### config.mk
export PLATFORM = sky130hd
export DESIGN_NAME = vending_machine_multi
export DESIGN_NICKNAME = d
export VERILOG_FILES = /design/src/rtl/vending_machine_multi.sv
export SDC_FILE = /design/constraint.sdc
export NUM_CORES = 1
export LEC_CHECK = 0
export ABC_AREA = 1
export ABC_CLOCK_PERIOD_IN_PS = 4000
export CAP_MARGIN = 20
export CORE_ASPECT_RATIO = 0.75
export CORE_MARGIN = 4
export CORE_UTILIZATION = 56
export DETAILED_ROUTE_END_ITERATION = 16
export HOLD_SLACK_MARGIN = 0.02
export PLACE_DENSITY = 0.83
export REMOVE_ABC_BUFFERS = 1
export SETUP_SLACK_MARGIN = 0.4
export SLEW_MARGIN = 10
export SYNTH_ARGS = -nofsm -noshare
export SYNTH_HDL_FRONTEND = slang
export SYNTH_SLANG_ARGS = --single-unit
### constraint.sdc
create_clock -name clk -period 4 [get_ports clk]
set_input_delay 0.8 -clock clk [delete_from_list [all_inputs] [get_ports clk]]
set_output_delay 0.8 -clock clk [all_outputs]
set_load 0.05 [all_outputs]
### src/rtl/vending_machine_multi.sv
// Multi-product vending controller: saturating coin credit, per-item stock,
// one-cycle vend, then greedy one-coin-per-cycle change/refund.
//
// Handshake: every input is a single-cycle strobe with no back-pressure. The
// controller samples strobes on each rising edge and answers with registered
// one-cycle pulses in the following cycle. While busy is high, coins are
// rejected and selections/cancels are dropped silently.
module vending_machine_multi #(
    parameter int  N_ITEMS    = 4,
    parameter int  CREDIT_W   = 8,
    parameter int  MAX_CREDIT = 200,
    parameter int  STOCK_W    = 4,
    localparam int SEL_W      = $clog2(N_ITEMS)
) (
    input  logic                          clk,
    input  logic                          rst_n,
    input  logic                          nickle,
    input  logic                          dime,
    input  logic                          quarter,
    input  logic                          sel_valid,
    input  logic [SEL_W-1:0]              sel_item,
    input  logic                          cancel,
    input  logic [N_ITEMS*CREDIT_W-1:0]   price_table,
    input  logic                          restock_valid,
    input  logic [SEL_W-1:0]              restock_item,
    input  logic [STOCK_W-1:0]            restock_cnt,
    output logic                          vend,
    output logic [SEL_W-1:0]              vend_item,
    output logic                          chg_nickle,
    output logic                          chg_dime,
    output logic                          chg_quarter,
    output logic                          coin_reject,
    output logic                          sold_out,
    output logic                          insufficient,
    output logic                          busy,
    output logic [CREDIT_W-1:0]           credit
);

    typedef enum logic [1:0] {
        ST_ACCEPT = 2'd0,
        ST_VEND   = 2'd1,
        ST_CHANGE = 2'd2
    } state_t;

    localparam logic [CREDIT_W:0]   CREDIT_CAP = (CREDIT_W+1)'(MAX_CREDIT);
    localparam logic [CREDIT_W-1:0] V_NICKLE   = CREDIT_W'(5);
    localparam logic [CREDIT_W-1:0] V_DIME     = CREDIT_W'(10);
    localparam logic [CREDIT_W-1:0] V_QUARTER  = CREDIT_W'(25);

    state_t               state;
    logic [SEL_W-1:0]     vend_sel;
    logic [STOCK_W-1:0]   stock     [N_ITEMS];
    logic [STOCK_W-1:0]   stock_nxt [N_ITEMS];
    logic [STOCK_W:0]     stock_sum [N_ITEMS];

    logic [1:0]           coin_cnt;
    logic                 coin_any;
    logic                 coin_multi;
    logic [CREDIT_W-1:0]  coin_val;
    logic [CREDIT_W:0]    credit_sum;
    logic                 sel_legal;
    logic [STOCK_W-1:0]   sel_stock;
    logic [CREDIT_W-1:0]  sel_price;
    logic [CREDIT_W-1:0]  vend_price;
    logic [CREDIT_W-1:0]  chg_step;
    logic [CREDIT_W-1:0]  credit_left;
    logic [CREDIT_W-1:0]  vend_left;

    // Coin decode and the overflow-safe credit sum (one extra bit).
    always_comb begin
        coin_cnt   = 2'(nickle) + 2'(dime) + 2'(quarter);
        coin_any   = nickle | dime | quarter;
        coin_multi = (coin_cnt > 2'd1);
        coin_val   = quarter ? V_QUARTER : (dime ? V_DIME : (nickle ? V_NICKLE : '0));
        credit_sum = {1'b0, credit} + {1'b0, coin_val};
    end

    // Selection lookup, greedy change step and post-vend remainder.
    always_comb begin
        sel_legal   = (int'(sel_item) < N_ITEMS);
        sel_stock   = sel_legal ? stock[sel_item] : '0;
        sel_price   = price_table[int'(sel_item)*CREDIT_W +: CREDIT_W];
        vend_price  = price_table[int'(vend_sel)*CREDIT_W +: CREDIT_W];
        chg_step    = (credit >= V_QUARTER) ? V_QUARTER :
                      ((credit >= V_DIME) ? V_DIME : V_NICKLE);
        credit_left = credit - chg_step;
        vend_left   = credit - vend_price;
    end

    // Next stock: saturating restock first, then the vend decrement.
    always_comb begin
        for (int i = 0; i < N_ITEMS; i++) begin
            stock_sum[i] = {1'b0, stock[i]} +
                ((restock_valid && int'(restock_item) == i) ? {1'b0, restock_cnt} : '0);
            stock_nxt[i] = stock_sum[i][STOCK_W] ? '1 : stock_sum[i][STOCK_W-1:0];
            if (state == ST_VEND && int'(vend_sel) == i)
                stock_nxt[i] = stock_nxt[i] - STOCK_W'(1);
        end
    end

    // Per-item stock counters.
    always_ff @(posedge clk or negedge rst_n) begin
        if (!rst_n) begin
            for (int i = 0; i < N_ITEMS; i++) stock[i] <= '0;
        end else begin
            for (int i = 0; i < N_ITEMS; i++) stock[i] <= stock_nxt[i];
        end
    end

    // Controller FSM with registered credit, busy and one-cycle pulses.
    always_ff @(posedge clk or negedge rst_n) begin
        if (!rst_n) begin
            state        <= ST_ACCEPT;
            vend_sel     <= '0;
            credit       <= '0;
            busy         <= 1'b0;
            vend         <= 1'b0;
            vend_item    <= '0;
            chg_nickle   <= 1'b0;
            chg_dime     <= 1'b0;
            chg_quarter  <= 1'b0;
            coin_reject  <= 1'b0;
            sold_out     <= 1'b0;
            insufficient <= 1'b0;
        end else begin
            vend         <= 1'b0;
            vend_item    <= '0;
            chg_nickle   <= 1'b0;
            chg_dime     <= 1'b0;
            chg_quarter  <= 1'b0;
            coin_reject  <= 1'b0;
            sold_out     <= 1'b0;
            insufficient <= 1'b0;
            case (state)
                ST_ACCEPT: begin
                    if (cancel) begin
                        coin_reject <= coin_any;
                        if (credit != '0) begin
                            state <= ST_CHANGE;
                            busy  <= 1'b1;
                        end
                    end else if (sel_valid) begin
                        coin_reject <= coin_any;
                        if (!sel_legal || sel_stock == '0) begin
                            sold_out <= 1'b1;
                        end else if (credit < sel_price) begin
                            insufficient <= 1'b1;
                        end else begin
                            state     <= ST_VEND;
                            busy      <= 1'b1;
                            vend      <= 1'b1;
                            vend_item <= sel_item;
                            vend_sel  <= sel_item;
                        end
                    end else if (coin_any) begin
                        if (coin_multi || credit_sum > CREDIT_CAP)
                            coin_reject <= 1'b1;
                        else
                            credit <= credit_sum[CREDIT_W-1:0];
                    end
                end
                ST_VEND: begin
                    coin_reject <= coin_any;
                    credit      <= vend_left;
                    busy        <= (vend_left != '0);
                    state       <= (vend_left != '0) ? ST_CHANGE : ST_ACCEPT;
                end
                ST_CHANGE: begin
                    coin_reject <= coin_any;
                    credit      <= credit_left;
                    chg_quarter <= (chg_step == V_QUARTER);
                    chg_dime    <= (chg_step == V_DIME);
                    chg_nickle  <= (chg_step == V_NICKLE);
                    busy        <= (credit_left != '0);
                    if (credit_left == '0) state <= ST_ACCEPT;
                end
                default: begin
                    state <= ST_ACCEPT;
                    busy  <= 1'b0;
                end
            endcase
        end
    end

endmodule

# Word level (Yosys, flattened, before mapping)
# Cells that the tools add are included.
dict set report op_classes {
  n_addsub 13
  magnitude_cmp 6
  eq_ne 20
  n_shift 2
  mux 66
  n_bitwise 6
  reduce_logical 23
}
# op count
set op_table {}
lappend op_table {{two-way mux 4 bit} 16}
lappend op_table {{variable part select 32 x 6 -> 8 bit} 2}
lappend op_table {{two-way mux 8 bit} 4}
lappend op_table {{two-way mux 1 bit} 26}
lappend op_table {{two-way mux 2 bit} 12}
lappend op_table {{case mux 8 bit (3 select lines)} 1}
lappend op_table {{nonzero test 8 bit} 3}
lappend op_table {{adder 4 x 4 -> 5 bit} 4}
lappend op_table {{subtractor 4 x 1 -> 4 bit, second input constant} 4}
lappend op_table {{AND reduction 5 bit} 3}
lappend op_table {{inequality test 3 bit, second input constant} 4}
lappend op_table {{equality test 2 bit, second input constant} 5}
lappend op_table {{two-way mux 5 bit} 2}
lappend op_table {{inequality test 2 bit, second input constant} 5}
lappend op_table {{adder 8 x 5 -> 9 bit} 1}
lappend op_table {{> comparator 9 x 8 -> 1 bit, second input constant} 1}
lappend op_table {{binary-select mux 4 bit (select 2 bit)} 1}
lappend op_table {{>= comparator 8 x 4 -> 1 bit, second input constant} 1}
lappend op_table {{>= comparator 8 x 5 -> 1 bit, second input constant} 1}
lappend op_table {{logical AND 1 bit} 8}
lappend op_table {{logical NOT 8 bit} 1}
lappend op_table {{less-than comparator 8 bit} 1}
lappend op_table {{subtractor 8 x 5 -> 8 bit} 1}
lappend op_table {{subtractor 8 bit} 1}
lappend op_table {{other kinds (21)} 28}
dict set report word_totals {
  ff_bits 38
  in_bits 48
  output_inout_bits 18
  wordCells 152
}

# Depth between registers and ports, before layout
dict set report logic_depth {
  depth_word 11
  depth_mapped 22
  mapped_depth_nobuf 21
}

# Worst setup path after synthesis
# OpenSTA, ideal clock, no wires.
dict set report synth_path {
  kind {register to register}
  startpoint {reg credit[5]}
  endpoint {reg busy}
  t_arrival_ns 2.989
  required_time_ns 3.882
  path_slack_ns 0.893
  stages_incl_launch_ff 22
  n_path_buf 1
  synth_period_minus_slack_ns 3.107
  cell_sequence {dfrtp_1 > buf_4 > nor2_1 > nand2_1 > nor2_1 > inv_1 > nor2_1 > inv_1 > nand2_1 > ha_1 > inv_1 > fa_1 > nand3_1 > nand2_1 > nand2_1 > nand3_1 > nand3_1 > nand3_1 > nor2_1 > nand3_1 > nand3_1 > nand2_1}
}
dict set report synth_between {
  elab_chain_cells 6
}
# element line
set synth_lines {}
lappend synth_lines {{from (decl)} 36} ;# output logic [CREDIT_W-1:0] credit
lappend synth_lines {{from (signal assigned)} 159} ;# credit <= credit_sum[CREDIT_W-1:0];
lappend synth_lines {{from (signal assigned)} 164} ;# credit <= vend_left;
lappend synth_lines {{from (signal assigned)} 170} ;# credit <= credit_left;
lappend synth_lines {{>= comparator 8 x 4 -> 1 bit} 85} ;# ((credit >= V_DIME) ? V_DIME : V_NICKLE);
lappend synth_lines {{two-way mux 4 bit} 85}
lappend synth_lines {{two-way mux 5 bit} 84} ;# chg_step = (credit >= V_QUARTER) ? V_QUARTER :
lappend synth_lines {{subtractor 8 x 5 -> 8 bit} 86} ;# credit_left = credit - chg_step;
lappend synth_lines {{nonzero test 8 bit} 174} ;# busy <= (credit_left != '0);
lappend synth_lines {{case mux 1 bit (3 select lines)} 134} ;# case (state)
lappend synth_lines {{to (signal assigned)} 165} ;# busy <= (vend_left != '0);
lappend synth_lines {{to (signal assigned)} 174}
lappend synth_lines {{to (decl)} 35} ;# output logic busy,
# Parallel ways exist; a longest one is shown, timed or not.
# A chain may end at the register's enable or synchronous reset.

==> run summary <==
Sw power: 2340 uW
Maximum clock frequency: 0.297 GHz
Final hold vios: 0
Starting DRC count in detailed routing: 398
Register area: 951 um2
GRT Util Overall: 0.282
CP Cell Sequence: clkdlybuf4s50_1, inv_1, nor3_1, inv_1, nor2_1, ha_1, inv_1, fa_1, o31ai_1, inv_1, nand2_1, inv_1, ha_1, o21ai_0
R2R cell count: 17
Hold buffers post-CTS: 0
Worst EP arrival: 3.58 ns
Cts bufs inserted: 5
Antenna-violating nets left: 0
Number of buffers added on ports: 65
Fin. max-slew vios: 0
Delay of the slowest critical-path stage: 0.50 ns
Worst slack at placement: 0.399 ns
Critical path class: input pin to flip-flop
Fin worst setup slack: 0.638 ns
CTS Root Cell: clkbuf_8
HPWL after DPL: 10100 um
Sequential fraction of the synthesis area: 0.222
Minimum clock period: 3.36 ns
Core ar.: 0.00740 mm2
Area grow syn2layout: 21.1%
Post-synth EDFFs: 0
Largest net degree at the start of global routing: 39
Vias post-DR: 4640
Reg2reg setup slack: 0.65 ns
Overflow after GRT: 0
Simple-gate area share of the yosys netlist: 0.339
Die area: 0.00912 mm2
Layout cell share with drive strength beyond 1: 0.0409
Fill cell count: 659
Clock share of power: 0.070
Total I/O pin count: 66
PwrDens: 801 mW/mm2
Die Ht: 83.7 um
Synth Area in XOR/XNOR: 0.0409
Lkg Pwr: 0.00265 uW
Vias per Instance: 5.56
Worst Skew: 0.00663 ns
H-tree depth: 2
Outcome: finished clean
Cell mode on critical path: inv_1
Worst flop-to-flop path startpoint: credit[0]
Vias in the first global route: 4564
Complex-gate fraction of the synthesized area: 0.118
Routability Congestion: 0.971
Max cap viols: 0
Worst slew pin tran: 0.888 ns
Routed WL: 12400 um
Primary FF master, synth: dfrtp_1
Ant. Diodes: 0
Required @ worst endpoint: 4.22 ns
Cell-internal power: 1810 uW
Syn Inst Count: 659
DR WL/cell: 14.9 um
Mux cell area share after synthesis: 0
Switching Fraction: 0.564
Fin Setup TNS: 0 ns
HP Start: busy
Syn. warnings: 0
Crit start category: input pin
Rel. slew slack: 0.408
Main combinational cell family by area after synthesis: simple AND/OR/NAND/NOR gates
# nets final: 836
Comb power frac: 0.760
R2R Path End: busy
Worst min path class: flip-flop to flip-flop
Most frequent cells in the layout: 165 x nand2_1, 104 x inv_1, 77 x nor2_1
Initial antenna violation count: 0
Commonest non-fill, non-tap cell in the layout: nand2_1
Final setup fails: 0
Post-Synth Adder-Cell Area: 0.176
CP Capture Type: flip-flop
Sequential power share: 0.170
Syn_area_per_cell: 6.49 um2
Initial core utilization: 0.578
First-pass GRT wire length: 20900 um
Area of the multi-input gates: 0.00289 mm2
Row cnt: 27
Sink Count: 38
Clock Latency Late Sink: 0.30 ns
Critical path buffers and inverters: 6
Worst IR Drop VDD: 0.484 mV
Count of cell types in the netlist: 35
Die W: 109 um
Worst path slowest cell: clkdlybuf4s50_1
Reg clk slew, reported paths: 0.08 ns
Hold path endpoint: busy
Total iterations of the first detailed-routing run: 6
Drc violations: 0
Post-synthesis register bit count: 38
Worst Hold Depth: 2
Total power: 4150 uW
Fin crit share: 0.841
RSZ-0062 raised after global routing: yes
Area of the mapped netlist: 0.00428 mm2
CTS tree: yes
Critical path fanouts, max: 4
Final core utilization: 0.700
Async S/R FF share, synth: 1.00
Deepest clock path buffer count: 2
CP delay by family, top: buffers and inverters
==> power by group through the flow <==
stage / clock, uW / combinational (uW) / sequential, uW
6_report: 290 / 3150 / 706
5_1_grt: 312 / 3540 / 719
4_1_cts: 295 / 3070 / 698
3_5_place_dp: 0 / 3050 / 702
3_3_place_gp: 0 / 2950 / 700
2_1_floorplan: 0 / 2020 / 905
==> flip-flops by register name, indices dropped and copies added, names as in the netlist <==
| name | count |
|---|---|
| stock | 16 |
| chg_quarter | 1 |
| chg_dime | 1 |
| vend_sel | 2 |
| busy | 1 |
| vend | 1 |
| insufficient | 1 |
| vend_item | 2 |
| sold_out | 1 |
| chg_nickle | 1 |
| coin_reject | 1 |
| credit | 8 |
| state | 2 |
==> cell families after synthesis <==
group,count (synthesis)
flops,38
xor+xnor,20
fa+ha+maj,56
simple gates,340
compound gates,90
buf+inv,115
==> metrics by stage <==
step,cells,hold slack [ns],cell area (um2)
finish,834,0.524,5180
global route,834,0.563,5180
CTS,834,0.534,5170
detailed placement,826,0.516,5070
global placement,826,0.506,5070
floorplan,652,0.490,4240
==> worst max-delay path by stage <==
stage / end / slack [ns] / from / cells past startpoint
2_1_floorplan: busy / 0.98 / credit[5] / 20
3_3_place_gp: stock[1] / 0.54 / restock_item[1] / 14
3_5_place_dp: state[0] / 0.40 / sel_item[0] / 15
4_1_cts: busy / 0.60 / credit[6] / 20
5_1_grt: busy / 0.39 / credit[0] / 18
6_report: stock[1] / 0.64 / restock_item[1] / 14
==> synth_stat cells (2+ instances only) <==
cell type | instances | area (um2)
nor2_1 | 80 | 300
nand2_1 | 165 | 619
xnor2_1 | 7 | 61.3
nand2_4 | 2 | 22.5
ha_1 | 49 | 613
inv_1 | 104 | 390
a211oi_1 | 5 | 37.5
a31oi_1 | 3 | 18.8
buf_4 | 2 | 15.0
or2_2 | 2 | 12.5
o21ai_0 | 40 | 200
clkbuf_1 | 3 | 11.3
or2_1 | 3 | 18.8
nand3_1 | 53 | 265
clkinv_1 | 2 | 7.51
a221oi_1 | 6 | 52.6
nand4_1 | 13 | 81.3
fa_1 | 7 | 140
o22ai_1 | 2 | 12.5
nand3b_1 | 3 | 22.5
buf_2 | 2 | 10.0
dfrtp_1 | 38 | 951
a21oi_1 | 30 | 150
xor2_1 | 13 | 114
nor3_1 | 15 | 75.1
==> cell type report <==
type / instances / share of cell area
clock inverters: 2 / 0.00242
inverters: 108 / 0.0788
flip-flops and latches: 38 / 0.184
multi-input cells: 506 / 0.558
repair buffers: 73 / 0.137
well taps: 101 / 0.0244
clock buffers: 6 / 0.0159
==> tightest hold or removal path, delay by kind of cell (launching register included) <==
| kind | cells | cell delay [ns] |
|---|---|---|
| simple gates | 2 | 0.14 |
| flops | 1 | 0.36 |
==> repair_timing <==
item | CTS | global route
buffers inserted | 0 | 0
endpoints found under the setup margin | 0 | 3
endpoints found under the hold margin | 0 | 0
resized for setup | 0 | 4
==> layer usage <==
layer	vias up	global-route usage	part of all wire
met5	-	0	0
met1	2102	0.401	0.46
met3	22	0.0642	0.095
li1	2279	-	-
met4	0	0.0585	0.014
met2	237	0.436	0.43
(Power assumes the default switching activity.)
